==> config.mk <==
export PLATFORM = sky130hd
export DESIGN_NAME = bcd2bin_flat
export DESIGN_NICKNAME = d
export VERILOG_FILES = /design/src/rtl/bcd_pkg.sv /design/src/rtl/bcd2bin_if.sv /design/src/rtl/bcd_digit_adj.sv /design/src/rtl/bcd2bin.sv /design/src/flat_wrapper.sv
export SDC_FILE = /design/constraint.sdc
export NUM_CORES = 1
export LEC_CHECK = 0
export CAP_MARGIN = 20
export CORE_ASPECT_RATIO = 1.75
export CORE_MARGIN = 2
export CORE_UTILIZATION = 30
export DETAILED_ROUTE_END_ITERATION = 6
export GPL_TIMING_DRIVEN = 0
export PLACE_DENSITY = 0.48
export SLEW_MARGIN = 10
export SYNTH_ARGS = -nofsm -noshare
export SYNTH_HDL_FRONTEND = slang
export SYNTH_HIERARCHICAL = 1
export SYNTH_SLANG_ARGS = --single-unit
==> constraint.sdc <==
create_clock -name clk -period 1.5 [get_ports clk]
set_input_delay 0.3 -clock clk [delete_from_list [all_inputs] [get_ports clk]]
set_output_delay 0.3 -clock clk [all_outputs]
set_load 0.02 [all_outputs]
==> src/rtl/bcd_pkg.sv <==
// Shared constants and types for the BCD <-> binary conversion blocks.
package bcd_pkg;

  localparam int DIGITS_DEF = 4;
  localparam int BIN_W_DEF  = 14;

  localparam logic [3:0] BCD_MAX_DIGIT = 4'd9;
  // Reverse double-dabble corrects digits >= 8 by subtracting 3; the forward
  // binary-to-BCD block uses the mirror rule (>= 5, add 3).
  localparam logic [3:0] ADJ_THRESH    = 4'd8;
  localparam logic [3:0] ADJ_SUB       = 4'd3;

  typedef enum logic {
    IDLE,
    SHIFT
  } state_t;

endpackage

==> src/rtl/bcd2bin_if.sv <==
// Start/result handshake between the digit-entry front end and bcd2bin.
interface bcd2bin_if
  import bcd_pkg::*;
#(
  parameter int DIGITS = DIGITS_DEF,
  parameter int BIN_W  = BIN_W_DEF
) ();

  logic                  en;
  logic [4*DIGITS-1:0]   bcd_d_in;
  logic [BIN_W-1:0]      bin_d_out;
  logic                  rdy;
  logic                  err;

  modport master (
    output en,
    output bcd_d_in,
    input  bin_d_out,
    input  rdy,
    input  err
  );

  modport slave (
    input  en,
    input  bcd_d_in,
    output bin_d_out,
    output rdy,
    output err
  );

endinterface

==> src/rtl/bcd_digit_adj.sv <==
// Per-digit correction for reverse double-dabble: nibbles of 8..15 lose 3.
module bcd_digit_adj
  import bcd_pkg::*;
(
  input  logic [3:0] nibble,
  output logic [3:0] nibble_adj
);

  assign nibble_adj = (nibble >= ADJ_THRESH) ? (nibble - ADJ_SUB) : nibble;

endmodule

==> src/rtl/bcd2bin.sv <==
// Sequential packed-BCD to unsigned binary converter, one reverse
// double-dabble iteration per clock with an en/rdy handshake.
module bcd2bin
  import bcd_pkg::*;
#(
  parameter int DIGITS = DIGITS_DEF,
  parameter int BIN_W  = BIN_W_DEF
) (
  input logic      clk,
  input logic      rst_n,
  bcd2bin_if.slave bus
);

  localparam int BCD_W = 4 * DIGITS;
  localparam int CNT_W = $clog2(BIN_W);
  localparam logic [CNT_W-1:0] LAST_ITER = CNT_W'(BIN_W - 1);

  state_t            state_reg;
  logic [BCD_W-1:0]  bcd_reg;
  logic [BCD_W-1:0]  bcd_shift;
  logic [BCD_W-1:0]  bcd_next;
  logic [BIN_W-1:0]  bin_reg;
  logic [BIN_W-1:0]  bin_next;
  logic [BIN_W-1:0]  bin_out_reg;
  logic [CNT_W-1:0]  cnt_reg;
  logic              rdy_reg;
  logic              err_reg;
  logic [DIGITS-1:0] digit_ok;
  logic              in_valid;

  // Shift and per-digit correction are chained in one cycle.
  assign {bcd_shift, bin_next} = {bcd_reg, bin_reg} >> 1;

  for (genvar gi = 0; gi < DIGITS; gi++) begin : g_digit
    bcd_digit_adj u_adj (
      .nibble     (bcd_shift[gi*4 +: 4]),
      .nibble_adj (bcd_next[gi*4 +: 4])
    );
    assign digit_ok[gi] = (bus.bcd_d_in[gi*4 +: 4] <= BCD_MAX_DIGIT);
  end

  assign in_valid = &digit_ok;

  always_ff @(posedge clk or negedge rst_n) begin
    if (!rst_n) begin
      state_reg   <= IDLE;
      bcd_reg     <= '0;
      bin_reg     <= '0;
      bin_out_reg <= '0;
      cnt_reg     <= '0;
      rdy_reg     <= 1'b1;
      err_reg     <= 1'b0;
    end else begin
      case (state_reg)
        IDLE: begin
          if (bus.en) begin
            if (in_valid) begin
              bcd_reg   <= bus.bcd_d_in;
              bin_reg   <= '0;
              cnt_reg   <= '0;
              err_reg   <= 1'b0;
              rdy_reg   <= 1'b0;
              state_reg <= SHIFT;
            end else begin
              err_reg <= 1'b1;
            end
          end
        end
        SHIFT: begin
          bcd_reg <= bcd_next;
          bin_reg <= bin_next;
          cnt_reg <= cnt_reg + 1'b1;
          // The published result only moves on the final iteration.
          if (cnt_reg == LAST_ITER) begin
            bin_out_reg <= bin_next;
            rdy_reg     <= 1'b1;
            state_reg   <= IDLE;
          end
        end
        default: state_reg <= IDLE;
      endcase
    end
  end

  assign bus.bin_d_out = bin_out_reg;
  assign bus.rdy       = rdy_reg;
  assign bus.err       = err_reg;

endmodule

==> src/flat_wrapper.sv <==
// flat-port wrapper written by rule: the top's interface ports become plain ports
module bcd2bin_flat import bcd_pkg::*;
#(
  parameter int DIGITS = DIGITS_DEF,
  parameter int BIN_W  = BIN_W_DEF
)
  (clk, rst_n, bus_en, bus_bcd_d_in, bus_bin_d_out, bus_rdy, bus_err);
  bcd2bin_if #(.DIGITS(DIGITS), .BIN_W(BIN_W)) bus_i ();
  input logic clk;
  input logic rst_n;
  input wire logic [$bits(bus_i.en)-1:0] bus_en;
  input wire logic [$bits(bus_i.bcd_d_in)-1:0] bus_bcd_d_in;
  output wire logic [$bits(bus_i.bin_d_out)-1:0] bus_bin_d_out;
  output wire logic [$bits(bus_i.rdy)-1:0] bus_rdy;
  output wire logic [$bits(bus_i.err)-1:0] bus_err;
  assign bus_i.en = bus_en;
  assign bus_i.bcd_d_in = bus_bcd_d_in;
  assign bus_bin_d_out = bus_i.bin_d_out;
  assign bus_rdy = bus_i.rdy;
  assign bus_err = bus_i.err;
  bcd2bin #(.DIGITS(DIGITS), .BIN_W(BIN_W)) u_core (.clk(clk), .rst_n(rst_n), .bus(bus_i));
endmodule
==> results of run 1 <==
kinds of logic (layout without fill, tap and decap cells):
| kind of cell | Yosys count | after routing | share of synthesized area [%] |
|---|---|---|---|
| mux | 47 | 47 | 22.1 |
| other cells | 1 | 5 | 0.148 |
| compound gates | 45 | 45 | 9.15 |
| fa+ha+maj | 10 | 10 | 4.95 |
| buf+inv | 21 | 82 | 3.86 |
| xor+xnor | 10 | 10 | 3.46 |
| flops | 50 | 50 | 49.5 |
| simple gates | 34 | 34 | 6.83 |
worst max-delay path by stage:
stage,slack (ns),to,depth (start not counted)
2_1_floorplan,-0.09,u_core/bcd_reg[10],5
3_3_place_gp,-1.49,u_core/bus.bin_d_out[10],1
3_5_place_dp,-0.88,u_core/bcd_reg[13],6
4_1_cts,0.0004,u_core/bcd_reg[10],5
5_1_grt,-0.06,u_core/bcd_reg[10],5
6_report,-0.004,u_core/bcd_reg[10],5
worst max-delay path, stage by stage, from the launching register on:
cell and delay [ns]:
sky130_fd_sc_hd__dfrtp_1 0.42, sky130_fd_sc_hd__ha_2 0.18, sky130_fd_sc_hd__nand2b_1 0.14, sky130_fd_sc_hd__xnor2_1 0.13, sky130_fd_sc_hd__mux2_2 0.26, sky130_fd_sc_hd__mux2_4 0.26
metal layers:
metal | global-route usage [%] | up-vias
li1 | - | 864
met1 | 15.6 | 887
met2 | 22.8 | 30
met3 | 2.58 | 8
met4 | 4.06 | 0
met5 | 0 | -
power groups by stage:
stage               clock network [mW]  logic (mW)  registers (mW)
finish                            1.08        3.32            2.49
global route                      1.18        3.68            2.60
CTS                               1.12        3.14            2.49
detailed placement                   0        2.93            2.52
global placement                     0        2.86            2.51
floorplan                            0        1.97            2.58
timing repair:
| item | CTS | global route |
|---|---|---|
| resized for setup | 54 | 39 |
| hold endpoints to repair | 16 | 0 |
| hold buffers | 1 | 0 |
| endpoints found under the setup margin | 66 | 29 |
| gates cloned | 0 | 1 |
| buffers inserted | 14 | 3 |
| pin swaps | 10 | 9 |
metrics by stage:
stage	worst slack (ns)	TNS (ns)
finish	-0.00422	-0.00422
global route	-0.0589	-0.197
CTS	0.000352	0
detailed placement	-0.879	-21.21
global placement	-1.49	-95.72
floorplan	-0.0882	-0.706
placed cells by master (no fill, tap or decap), drive strengths merged:
| master | Yosys | routed |
|---|---|---|
| a21oi | 5 | 5 |
| buf | 3 | 23 |
| clkbuf | 6 | 23 |
| clkdlybuf4s15 | 0 | 2 |
| clkdlybuf4s50 | 0 | 4 |
| clkinv | 1 | 1 |
| conb | 1 | 5 |
| dfrtp | 49 | 49 |
| dfstp | 1 | 1 |
| dlygate4sd2 | 0 | 17 |
| dlygate4sd3 | 0 | 1 |
| ha | 10 | 10 |
| inv | 11 | 11 |
| mux2 | 46 | 46 |
| mux2i | 1 | 1 |
| nand2 | 20 | 20 |
| nand2b | 4 | 4 |
| nand3 | 1 | 1 |
| nand4 | 2 | 2 |
| nor2 | 2 | 2 |
| nor2b | 4 | 4 |
| nor3 | 1 | 1 |
| o21a | 1 | 1 |
| o21ai | 36 | 36 |
| o22ai | 3 | 3 |
| xnor2 | 5 | 5 |
| xor2 | 5 | 5 |
Yosys cell counts (3+ instances only):
cell type and n:
sky130_fd_sc_hd__a21oi_1 5, sky130_fd_sc_hd__o22ai_1 3, sky130_fd_sc_hd__ha_1 10, sky130_fd_sc_hd__nand2_1 20, sky130_fd_sc_hd__nor2b_1 4, sky130_fd_sc_hd__nand2b_1 4
sky130_fd_sc_hd__xor2_1 5, sky130_fd_sc_hd__dfrtp_1 49, sky130_fd_sc_hd__mux2_4 8, sky130_fd_sc_hd__clkbuf_1 6, sky130_fd_sc_hd__xnor2_1 5, sky130_fd_sc_hd__o21ai_0 32
sky130_fd_sc_hd__mux2_2 38, sky130_fd_sc_hd__o21ai_1 4, sky130_fd_sc_hd__inv_1 11
final cells by class:
type                    count  area share, %
repair buffers             54           13.7
inverters                  12           1.32
flip-flops and latches     50           36.6
clock buffers               7           3.88
multi-input cells         151           38.8
plain buffers               9           2.31
well taps                  92           3.37
==> run summary, run 1 <==
Summed over all instances, the cell type with the most area after synthesis is sky130_fd_sc_hd__dfrtp_1. The share of synthesized area occupied by flip-flops and latches came out at 49.5%. Setup repair after global routing could not meet its margin everywhere. Setup violations remaining at the end of the flow were counted as 1. The average cell area after synthesis is 11.6 µm². In the final routing, the length of wire on met1 measures 2260 µm. The post-placement cell area is 3060 µm². The flop and latch count out of synthesis is 50. The sequential share of power came out at 36.1%. The endpoint required time on the critical path came out at 1.67 ns. The register area is 1250 µm². The startpoint identified for the worst hold timing path is bus_bcd_d_in[6]. The flow ran to the end, but the final reports show violations. The total internal power came out at 4.52 mW. The number of synthesized flops with an enable pin came out at 0.

Max-cap violations in this run came to 0. The timing-limited maximum frequency came out at 665 MHz. The via count of the first global-routing pass came out at 1,914.

TritonCTS built the clock tree. The area used by multi-input combinational logic is 1330 µm². After detailed routing, the number of remaining DRC violations is 0.

The cell count after placement is 349. Entering global routing, the biggest net connects 35 pins. The share of the synthesized area in the top cell type came out at 48.5%. The area growth from synthesis to layout is 35.2%. The post-layout instance count excluding filler cells is 375. The path with the worst hold slack has its endpoint at u_core/bcd_reg[6]. The utilization after layout is 41.4%. The count of buffers from port buffering came out at 34.

The final instance area came out at 3420 µm². The static leakage came out at 1.61 nW. The remaining number of nets flagged by the antenna check after routing came out at 0.

The combined area of all synthesized cells came out at 2530 µm². The detailed router finished its first iteration with 24 violations. The setup path with the least slack is of type reg -> reg. The power after layout came out at 6.89 mW. The floorplan step set the die height to 125 µm. Row generation in the floorplan step produced 44 rows. STA classifies the critical path endpoint as a flop. The via total after detailed routing came out at 1,789.

The die width came out at 73.4 µm. In this run the worst setup path begins at u_core/bcd_reg[9]. The effective utilization at floorplan came out at 30.6%. The arrival time at the worst endpoint came out at 1.68 ns. The wire-length estimate of the detail-placed layout is 3850 µm.

Combinational cells account for 48.2% of the total power. The flip-flop count of the largest register after layout is 16. The unique cell type count in the Yosys netlist came out at 27. The gate count after technology mapping is 218. The worst-case register-to-register setup slack is -0.004 ns.

After detailed routing, the number of vias per cell comes to 4.77. The routed design could run at a clock period as short as 1.50 ns. In this run switching power makes up 34.4% of total power. Sorting the synthesized cells by area gives the leading types as sky130_fd_sc_hd__dfrtp_1, sky130_fd_sc_hd__mux2_2, sky130_fd_sc_hd__o21ai_0, sky130_fd_sc_hd__ha_1, sky130_fd_sc_hd__mux2_4. The number of H-tree levels came out at 2. The average wire length per cell after detail routing is 14.8 µm.

The filler cells instantiated in the layout total 827. The worst ir drop on vdd is 0.828 mV. The share of flip-flops with an asynchronous set or reset after synthesis is 100%. The initial antenna violation count is 0.

STA classifies the critical path startpoint as a flop. The last weighted congestion value of the routability-driven placer is 0.701. The count of final max-slew check failures is 0. The tightest hold margin came out at 0.283 ns. The post-CTS clock slew at the launch and capture registers of the worst setup and hold paths came out at 0.06 ns. The global-route total usage across every layer is 13.0%.

In this run the critical register-to-register path is launched from u_core/bcd_reg[9]. The power density over the cells came out at 2020 nW/µm². The power spent charging and discharging nets came out at 2.37 mW. The clock skew after layout is 0.00370 ns.

The first-pass GRT wire length is 9430 µm. The yosys synthesis warning count is 6. The clock insertion delay at the later pin of the skew report came out at 0.28 ns. 0 antenna diodes ended up in the layout. The classification of the worst-slack hold path is in -> reg. The biggest fanout along the worst timing path is 4.

The number of buffers on the longest clock path is 2. The die area came out at 9210 µm². The number of placed I/O pins is 35. The number of clock sinks came out at 50.

In the final layout, the share of cells above drive strength 1 is 39.2%. The post-layout net count came out at 312. Across all setup checks in the final design, the least slack found is -0.00422 ns. The most used flip-flop cell after synthesis is sky130_fd_sc_hd__dfrtp_1. Summed over all layers, the global routing overflow is 0. The post-route fraction of the period consumed by the critical path is 100%. After floorplanning, the core was sized to cover 8260 µm². The worst register-to-register path ends at u_core/bcd_reg[10].

The wire length on met3 came out at 194 µm. The clock power share came out at 15.7%. The number of endpoints with negative hold slack in the final report is 0. For this block, the routed nets add up to 5550 µm of wire. After detailed routing, no signal wire sits above met4. The checks that failed: negative setup slack. The instance count along the most critical hold path came out at 2. The met2 routed wirelength came out at 2980 µm. CTS placed an instance of sky130_fd_sc_hd__clkbuf_16 at the clock tree root.

TritonCTS created 5 clock buffers. The depth of the worst register-to-register path is 5. The total iterations of the first detailed-routing run came out at 4.
Power figures use the tool's default switching activity.
==> run 2: changes to the inputs <==
CTS_BUF_LIST = sky130_fd_sc_hd__clkbuf_8   (was not set)
CTS_CLUSTER_DIAMETER = 30   (was not set)
==> run summary, run 2 (same netlist as run 1, synthesis figures left out) <==
The worst ir drop on vdd is 0.775 mV (-6.4%). The number of H-tree levels came out at 2 (unchanged). The number of clock sinks came out at 50 (unchanged).

The post-CTS clock slew at the launch and capture registers of the worst setup and hold paths came out at 0.09 ns (+0.03 ns). The area growth from synthesis to layout is 32.4%. The first-pass GRT wire length was 9390 µm (-0.37%). The arrival time at the worst endpoint came out at 1.70 ns (+0.02 ns). The static leakage is 1.59 nW (-0.93%). The power density over the cells is 1950 nW/µm² (-3.2%). The last weighted congestion value of the routability-driven placer came out at 0.701 (unchanged). The worst hold path terminates at u_core/bcd_reg[5].

The run finished, with violations left. The average wire length per cell after detail routing is 14.8 µm (about the same). The number of DRC markers in iteration 0 was 25 (+4.2%). The flip-flop count of the largest register after layout came out at 16 (unchanged). The per-cell via count in the routed design was 4.80 (+0.66%). The classification of the worst-slack hold path is in -> reg. The root buffer selected by CTS is sky130_fd_sc_hd__clkbuf_8.

The fraction of layout cells with a size suffix above 1 came out at 33.9% (-5.3 points). The utilization after layout came to 40.5% (-0.85 points). The height of the die is 125 µm (unchanged). The die width is 73.4 µm (unchanged). The count of buffers from port buffering is 34 (unchanged). The effective utilization at floorplan came to 30.6% (unchanged).

The clock skew after layout came out at 0.00730 ns (+0.00360 ns). The final instance area came out at 3350 µm² (-2.0%). The library cells used most frequently in the layout, excluding fill and tap cells, are sky130_fd_sc_hd__dfrtp_1, sky130_fd_sc_hd__mux2_2, sky130_fd_sc_hd__o21ai_0. The post-route DRC violation count is 0 (unchanged). The worst-case setup slack after placement was -0.879 ns (unchanged). The depth of the worst register-to-register path is 5 (unchanged). The number of diodes added for antenna fixing came out at 0 (unchanged). The aggregate global routing overflow was 0 (unchanged). The worst-case register-to-register setup slack is -0.008 ns (about the same).

The remaining number of nets flagged by the antenna check after routing came out at 0 (unchanged). The total detailed-routing wirelength is 5470 µm (-1.5%). The number of CTS-inserted buffers is 5 (unchanged). The number of maximum-capacitance constraint violations came to 0 (unchanged). The post-layout net count came to 306 (-1.9%). The number of endpoints with negative hold slack in the final report is 0 (unchanged). The worst hold path startpoint is bus_bcd_d_in[5]. The post-placement cell area came to 3060 µm² (unchanged). The final critical-path required period came out at 1.51 ns (+0.00398 ns). The endpoint required time on the critical path is 1.69 ns (+0.02 ns). The die area came out at 9210 µm² (unchanged). The via count of the first global-routing pass came out at 1,924 (+0.52%). Setup repair after global routing could not meet its margin everywhere. The most frequent standard cell in the layout excluding fill and tap cells is sky130_fd_sc_hd__dfrtp_1. The final reports fail on negative setup slack.

The post-route fraction of the period consumed by the critical path came out at 101% (+0.27 points). The post-layout worst setup margin came to -0.00820 ns (-0.00398 ns). The number of placed I/O pins came out at 35 (unchanged). The instance count along the most critical hold path came to 2 (unchanged).

STA classifies the critical path startpoint as a flop. TritonCTS built the clock tree. The launch instance of the worst register-to-register path is u_core/bcd_reg[9]. The clock insertion delay at the later pin of the skew report is 0.30 ns (+0.02 ns). The total iterations of the first detailed-routing run came out at 4 (unchanged). The count of final max-slew check failures is 0 (unchanged). The via total after detailed routing was 1,772 (-0.95%).

The accumulated negative setup slack came out at -0.0167 ns (-0.0125 ns). The sum of net half-perimeters after detailed placement is 3850 µm (unchanged). The global-route total usage across every layer was 13.0% (-0.016 points).

The number of placement rows came out at 44 (unchanged). The number of fillers in the final layout is 826 (-0.12%). The biggest fanout along the worst timing path is 4 (unchanged). The class of the most critical setup path is reg -> reg. The endpoint type of the worst setup path is a flop.

The timing-limited maximum frequency came to 663 MHz (-0.26%). The number of buffers on the longest clock path came out at 2 (unchanged). The initial antenna violation count came out at 0 (unchanged). The core footprint is 8260 µm² (unchanged). The maximum number of pins on one net before global-route repair came to 35 (unchanged). The setup-violating endpoint count in the final report was 3 (+2).

The worst register-to-register path ends at u_core/bcd_reg[10].
-- run 2: cell count changes in the layout (fill, tap and decap cells not counted), moves of 2 or more --
cell,delta
sky130_fd_sc_hd__clkbuf_2,-10
sky130_fd_sc_hd__clkbuf_8,+5
sky130_fd_sc_hd__buf_4,-2
sky130_fd_sc_hd__clkbuf_1,-3
sky130_fd_sc_hd__dlygate4sd2_1,+9
sky130_fd_sc_hd__buf_12,-2
sky130_fd_sc_hd__buf_6,-2
sky130_fd_sc_hd__ha_1,+2
sky130_fd_sc_hd__inv_1,+3
sky130_fd_sc_hd__clkbuf_16,-5
-- run 2: timing repair --
action                                 4_1_cts  5_1_grt
endpoints found under the hold margin       16        0
pin swaps                                    9        5
buffers inserted                            12        0
resized for setup                           51       20
setup endpoints to repair                   66       25
cloned                                       1        0
hold buffers                                 1        0
-- run 2: worst max-delay path, stage by stage, from the launching register on --
cell and delay, ns:
sky130_fd_sc_hd__dfrtp_1 0.43, sky130_fd_sc_hd__ha_2 0.19, sky130_fd_sc_hd__nand2b_4 0.13, sky130_fd_sc_hd__xnor2_1 0.12
sky130_fd_sc_hd__mux2_4 0.26, sky130_fd_sc_hd__mux2_4 0.27
-- run 2: how the worst max path moves through the flow --
stage / slack, ns / from / to / depth (start not counted)
final: -0.008 / u_core/bcd_reg[9] / u_core/bcd_reg[10] / 5
after global routing: -0.07 / u_core/bcd_reg[5] / u_core/bcd_reg[5] / 6
after CTS: -0.004 / u_core/bcd_reg[2] / u_core/bcd_reg[2] / 5
after detailed placement: -0.88 / bus_bcd_d_in[13] / u_core/bcd_reg[13] / 6
after global placement: -1.49 / rst_n / u_core/bus.bin_d_out[10] / 1
after floorplan: -0.09 / bus_bcd_d_in[13] / u_core/bcd_reg[10] / 5
-- run 2: layout make-up --
type	instances	area (µm²)	area share [%]
multi-input cells	151	1330	39.6
flip-flops and latches	50	1250	37.4
repair buffers	49	458	13.7
well taps	92	115	3.44
plain buffers	8	75.1	2.24
clock buffers	5	68.8	2.06
inverters	12	45.0	1.35
clock inverters	2	7.51	0.224
-- run 2: metrics by stage --
step	std cells	total power, mW	hold slack, ns
finish	369	6.54	0.387
global route	369	7.10	0.390
CTS	370	6.45	0.385
detailed placement	349	5.45	0.276
global placement	348	5.37	0.471
floorplan	222	4.55	0.00441
-- run 2: layer usage --
layer	share of wire (%)	track usage [%]	up-vias
li1	-	-	855
met1	40	15.2	882
met2	54	23.3	28
met3	4.0	2.66	7
met4	1.2	3.74	0
met5	0	0	-
-- run 2: power breakdown --
group          switching, mW  internal (mW)
registers              0.523           1.97
logic                   1.37           1.94
clock network          0.428          0.309
total                   2.32           4.22
==> run 3: changes to the inputs <==
CORE_MARGIN = not set   (was 2)
==> run summary, run 3 (same netlist as run 1, synthesis figures left out) <==
The global-route track usage on met1 came out at 15.5% (+0.25 points). The aggregate global routing overflow came out at 0 (unchanged). The launch instance of the worst register-to-register path is u_core/bcd_reg[9]. The die area is 8810 µm² (-4.3%). The number of buffers on the longest clock path is 2 (unchanged).

The worst-case register-to-register setup slack is -0.02 ns (-0.02 ns). The min-delay analysis places its worst path in the category in -> reg. The endpoint required time on the critical path is 1.70 ns (about the same). The root buffer cell chosen for the clock tree is sky130_fd_sc_hd__clkbuf_8.

The number of clock sinks is 50 (unchanged). The worst ir drop on vdd is 0.782 mV (+0.94%). The cell count after placement came out at 349 (unchanged). The power density over the cells came out at 1980 nW/µm² (+1.3%). Leaving out fill and tap cells, the most frequent cells in the layout are sky130_fd_sc_hd__dfrtp_1, sky130_fd_sc_hd__mux2_2, sky130_fd_sc_hd__o21ai_0. The final reports fail on design-rule violations, negative setup slack. Setup repair after global routing could not meet its margin everywhere. The biggest fanout along the worst timing path came to 4 (unchanged). The number of placed I/O pins is 35 (unchanged). The post-CTS clock slew at the launch and capture registers of the worst setup and hold paths came to 0.09 ns (about the same).

The run finished, with violations left. The post-route DRC violation count is 2 (+2). TritonCTS built the clock tree.

The library cell used most frequently in the layout, excluding fill and tap cells, is sky130_fd_sc_hd__dfrtp_1. The number of diodes added for antenna fixing came out at 0 (unchanged). The clock skew after layout is 0.00634 ns (-0.000959 ns). The average wire length per cell after detail routing is 14.7 µm (-0.61%). The arrival time at the worst endpoint came out at 1.72 ns (+0.02 ns). The flip-flop count of the largest register after layout is 16 (unchanged). The post-layout instance count excluding filler cells is 378 (+2.4%). The effective utilization at floorplan is 30.6% (unchanged).

The destination of the worst register-to-register timing path is u_core/bcd_reg[10]. The static leakage came out at 1.61 nW (+1.2%). The via total after detailed routing came out at 1,815 (+2.4%). The clock insertion delay at the later pin of the skew report is 0.31 ns (about the same). The met2 layer usage reported by global route is 25.8% (+2.6 points).

The timing-limited maximum frequency came out at 656 MHz (-1.0%). The worst setup path is of the reg -> reg kind. The post-layout net count came out at 314 (+2.6%). The post-layout worst setup margin was -0.0235 ns (-0.0153 ns). The post-route fraction of the period consumed by the critical path is 102% (+1.0 points). The height of the die was 123 µm (-1.6%). The instance count along the most critical hold path was 2 (unchanged). The initial antenna violation count came out at 0 (unchanged). The setup-violating endpoint count in the final report is 2 (-1).

The final critical-path required period came out at 1.52 ns (+0.0153 ns). The per-cell via count in the routed design came out at 4.80 (about the same). The number of H-tree levels came to 2 (unchanged). The number of CTS-inserted buffers is 5 (unchanged).

The sum of net half-perimeters after detailed placement is 3800 µm (-1.2%). The final instance area is 3390 µm² (+1.1%). The maximum number of pins on one net before global-route repair is 36 (+2.9%). The worst-case setup slack after placement is -0.845 ns (+0.0340 ns).

The die width is 71.4 µm (-2.7%). The worst setup path is launched from a flop. The layer flagged by global routing as most heavily used is met2. The depth of the worst register-to-register path came to 5 (unchanged). The number of placement rows is 44 (unchanged).

The via count of the first global-routing pass came to 1,864 (-3.1%). The remaining number of nets flagged by the antenna check after routing came to 0 (unchanged). The area growth from synthesis to layout is 33.9%. The number of endpoints with negative hold slack in the final report is 0 (unchanged). In this run the most critical hold path is launched from bus_bcd_d_in[6]. For hold timing, the worst endpoint is u_core/bcd_reg[6]. The met3 global-route usage was 2.20% (-0.46 points).

The total iterations of the first detailed-routing run came out at 6 (+2). The count of final max-slew check failures is 0 (unchanged). The core footprint is 8260 µm² (unchanged).

The fraction of layout cells with a size suffix above 1 came out at 38.5% (+4.5 points). The number of maximum-capacitance constraint violations was 0 (unchanged). The global-route total usage across every layer came out at 13.8% (+0.77 points).

The first-pass GRT wire length was 9330 µm (-0.66%). The number of DRC markers in iteration 0 is 38 (+52%). The total detailed-routing wirelength is 5570 µm (+1.8%). The count of buffers from port buffering is 34 (unchanged).

The post-placement cell area came to 3060 µm² (unchanged). The last weighted congestion value of the routability-driven placer came out at 0.738 (+5.3%). The worst setup path is captured at a flop.
[run 3: layout make-up]
cell class / count / area [µm²]
clock inverters: 2 / 16.3
fillers: 825 / 4870
well taps: 92 / 115
multi-input cells: 151 / 1310
clock buffers: 6 / 82.6
flip-flops and latches: 50 / 1250
repair buffers: 56 / 487
plain buffers: 9 / 78.8
inverters: 12 / 45.0
[run 3: power by group]
group | internal, mW | switching, mW
combinational | 1.97 | 1.38
sequential | 1.97 | 0.519
clock | 0.381 | 0.473
[run 3: per-stage QoR]
stage	utilization, %	TNS (ns)	hold WS (ns)	total power [mW]
2_1_floorplan	-	-0.706	0.00441	4.55
3_3_place_gp	36.9	-94.46	0.470	5.36
3_5_place_dp	37.1	-20.68	0.271	5.44
4_1_cts	40.0	-0.0136	0.384	6.49
5_1_grt	41.0	-0.293	0.255	7.25
6_report	41.0	-0.0334	0.258	6.69
[run 3: metal layers]
layer / wire length, µm / part of all wire [%]
met1: 2270 / 41
met3: 191 / 3.4
met2: 3030 / 54
met5: 0 / 0
met4: 77 / 1.4
[run 3: critical path, cell delays in order (launching register included)]
cell	delay [ns]
sky130_fd_sc_hd__dfrtp_1	0.43
sky130_fd_sc_hd__ha_2	0.20
sky130_fd_sc_hd__nand2b_4	0.13
sky130_fd_sc_hd__xnor2_1	0.13
sky130_fd_sc_hd__mux2_4	0.26
sky130_fd_sc_hd__mux2_4	0.26
[run 3: timing repair]
action | CTS | global route
buffers inserted | 11 | 8
resized for setup | 47 | 33
endpoints found under the setup margin | 66 | 40
hold buffers | 1 | 0
pin swaps | 8 | 9
cloned | 1 | 0
endpoints found under the hold margin | 15 | 0
[run 3: worst max-delay path by stage]
| stage | startpoint | endpoint | slack [ns] | cells past startpoint |
|---|---|---|---|---|
| 2_1_floorplan | bus_bcd_d_in[13] | u_core/bcd_reg[10] | -0.09 | 5 |
| 3_3_place_gp | rst_n | u_core/bus.bin_d_out[10] | -1.48 | 1 |
| 3_5_place_dp | bus_bcd_d_in[13] | u_core/bcd_reg[11] | -0.85 | 6 |
| 4_1_cts | u_core/bcd_reg[9] | u_core/bcd_reg[10] | -0.008 | 5 |
| 5_1_grt | u_core/bcd_reg[2] | u_core/bcd_reg[1] | -0.08 | 6 |
| 6_report | u_core/bcd_reg[9] | u_core/bcd_reg[10] | -0.02 | 5 |
==> RTL edit (settings of run 1) <==
Reset style: synchronous (`rst_n`), changed in one clocked block.
--- a/src/rtl/bcd2bin.sv
+++ b/src/rtl/bcd2bin.sv
@@ -43,3 +43,3 @@
 
-  always_ff @(posedge clk or negedge rst_n) begin
+  always_ff @(posedge clk) begin
     if (!rst_n) begin
Formal check against the unedited RTL: differs if rst_n is asserted again (counterexample within 4 cycles, from zero or initial values and one cycle with rst_n low); with rst_n held inactive, the same outputs for 10 cycles.
==> RTL edit against run 1 <==
Sequential cell count is the same. Setup slack gained 0.046 ns. Synthesized area shrank 0.84%. Hold slack gained 0.11 ns. Design area shrank 6.0%. Register-to-register slack gained 0.13 ns. Routed wire length grew 15%. Fmax grew 3.1%. Clock skew shrank 0.00063 ns. Die area shrank 0.80%. Non-clock buffer count shrank 5. Critical endpoint is now u_core/state_reg.
Power is not compared: it rests on default switching activity, and its combinational part moved more than twofold at a synthesized area within 25%.
==> RTL edit: results <==
set metrics [dict create \
    status "completed" \
    cp_top_family "buffers and inverters" \
    finalClockSkew_ns 0.003071 \
    final_util_pct 39.19 \
    dp_hpwl_um 4803 \
    multi_input_cells 220 \
    place_ws_ns -0.4113 \
    setup.worst_path.start "bus_bcd_d_in[15]" \
    regArea_um2 1002 \
    yosysSeqAreaShare_pct 39.92 \
    io_buffers 33 \
    reg2reg_to "u_core/bus.bin_d_out[12]" \
    worst-r2r-cell-count 7 \
    postCtsSetupRepairBufs 0 \
    clock_area_share_pct 5.138 \
    stdcell_count 439 \
    r2r-start "u_core/cnt_reg[1]" \
    drive_above_1_share_pct 12.39 \
    synth.distinct_cells 29 \
    holdBufCountCts 0 \
    r2r_slack_ns 0.13 \
    crit_arrival_ns 1.64 \
    nNonClkInverters 11 \
    routed_wirelength_um 6363 \
    netlist_instances 301 \
]
-- RTL edit: cell count changes after synthesis, moves of 8 or more --
cell | before | now
a21boi_1 | 0 | 31
a21oi_1 | 5 | 21
a31oi_1 | 0 | 16
buf_2 | 2 | 12
dfrtp_1 | 49 | 0
dfxtp_1 | 0 | 50
mux2_2 | 38 | 0
mux2_4 | 8 | 0
nand2_1 | 20 | 47
o211ai_1 | 0 | 17
-- RTL edit: per-layer routing --
layer,GRT usage (%),up-vias,wire (um)
met5,0,-,0
met4,5.338,0,222
met1,16.33,1021,2543
li1,-,1143,-
met2,27.77,46,3403
met3,2.417,12,194
-- RTL edit: cells by family (layout without fill, tap and decap cells) --
logic type / Yosys count / count (layout) / share of synthesized area [%]
and+or+nand+nor: 67 / 67 / 12.63
AOI/OAI and AO/OA: 128 / 128 / 32.09
adders and majority gates: 10 / 10 / 4.990
DFF: 50 / 50 / 39.92
xor gates and xnor gates: 10 / 10 / 3.493
buffers and inverters: 35 / 77 / 6.736
other: 1 / 5 / 0.1496
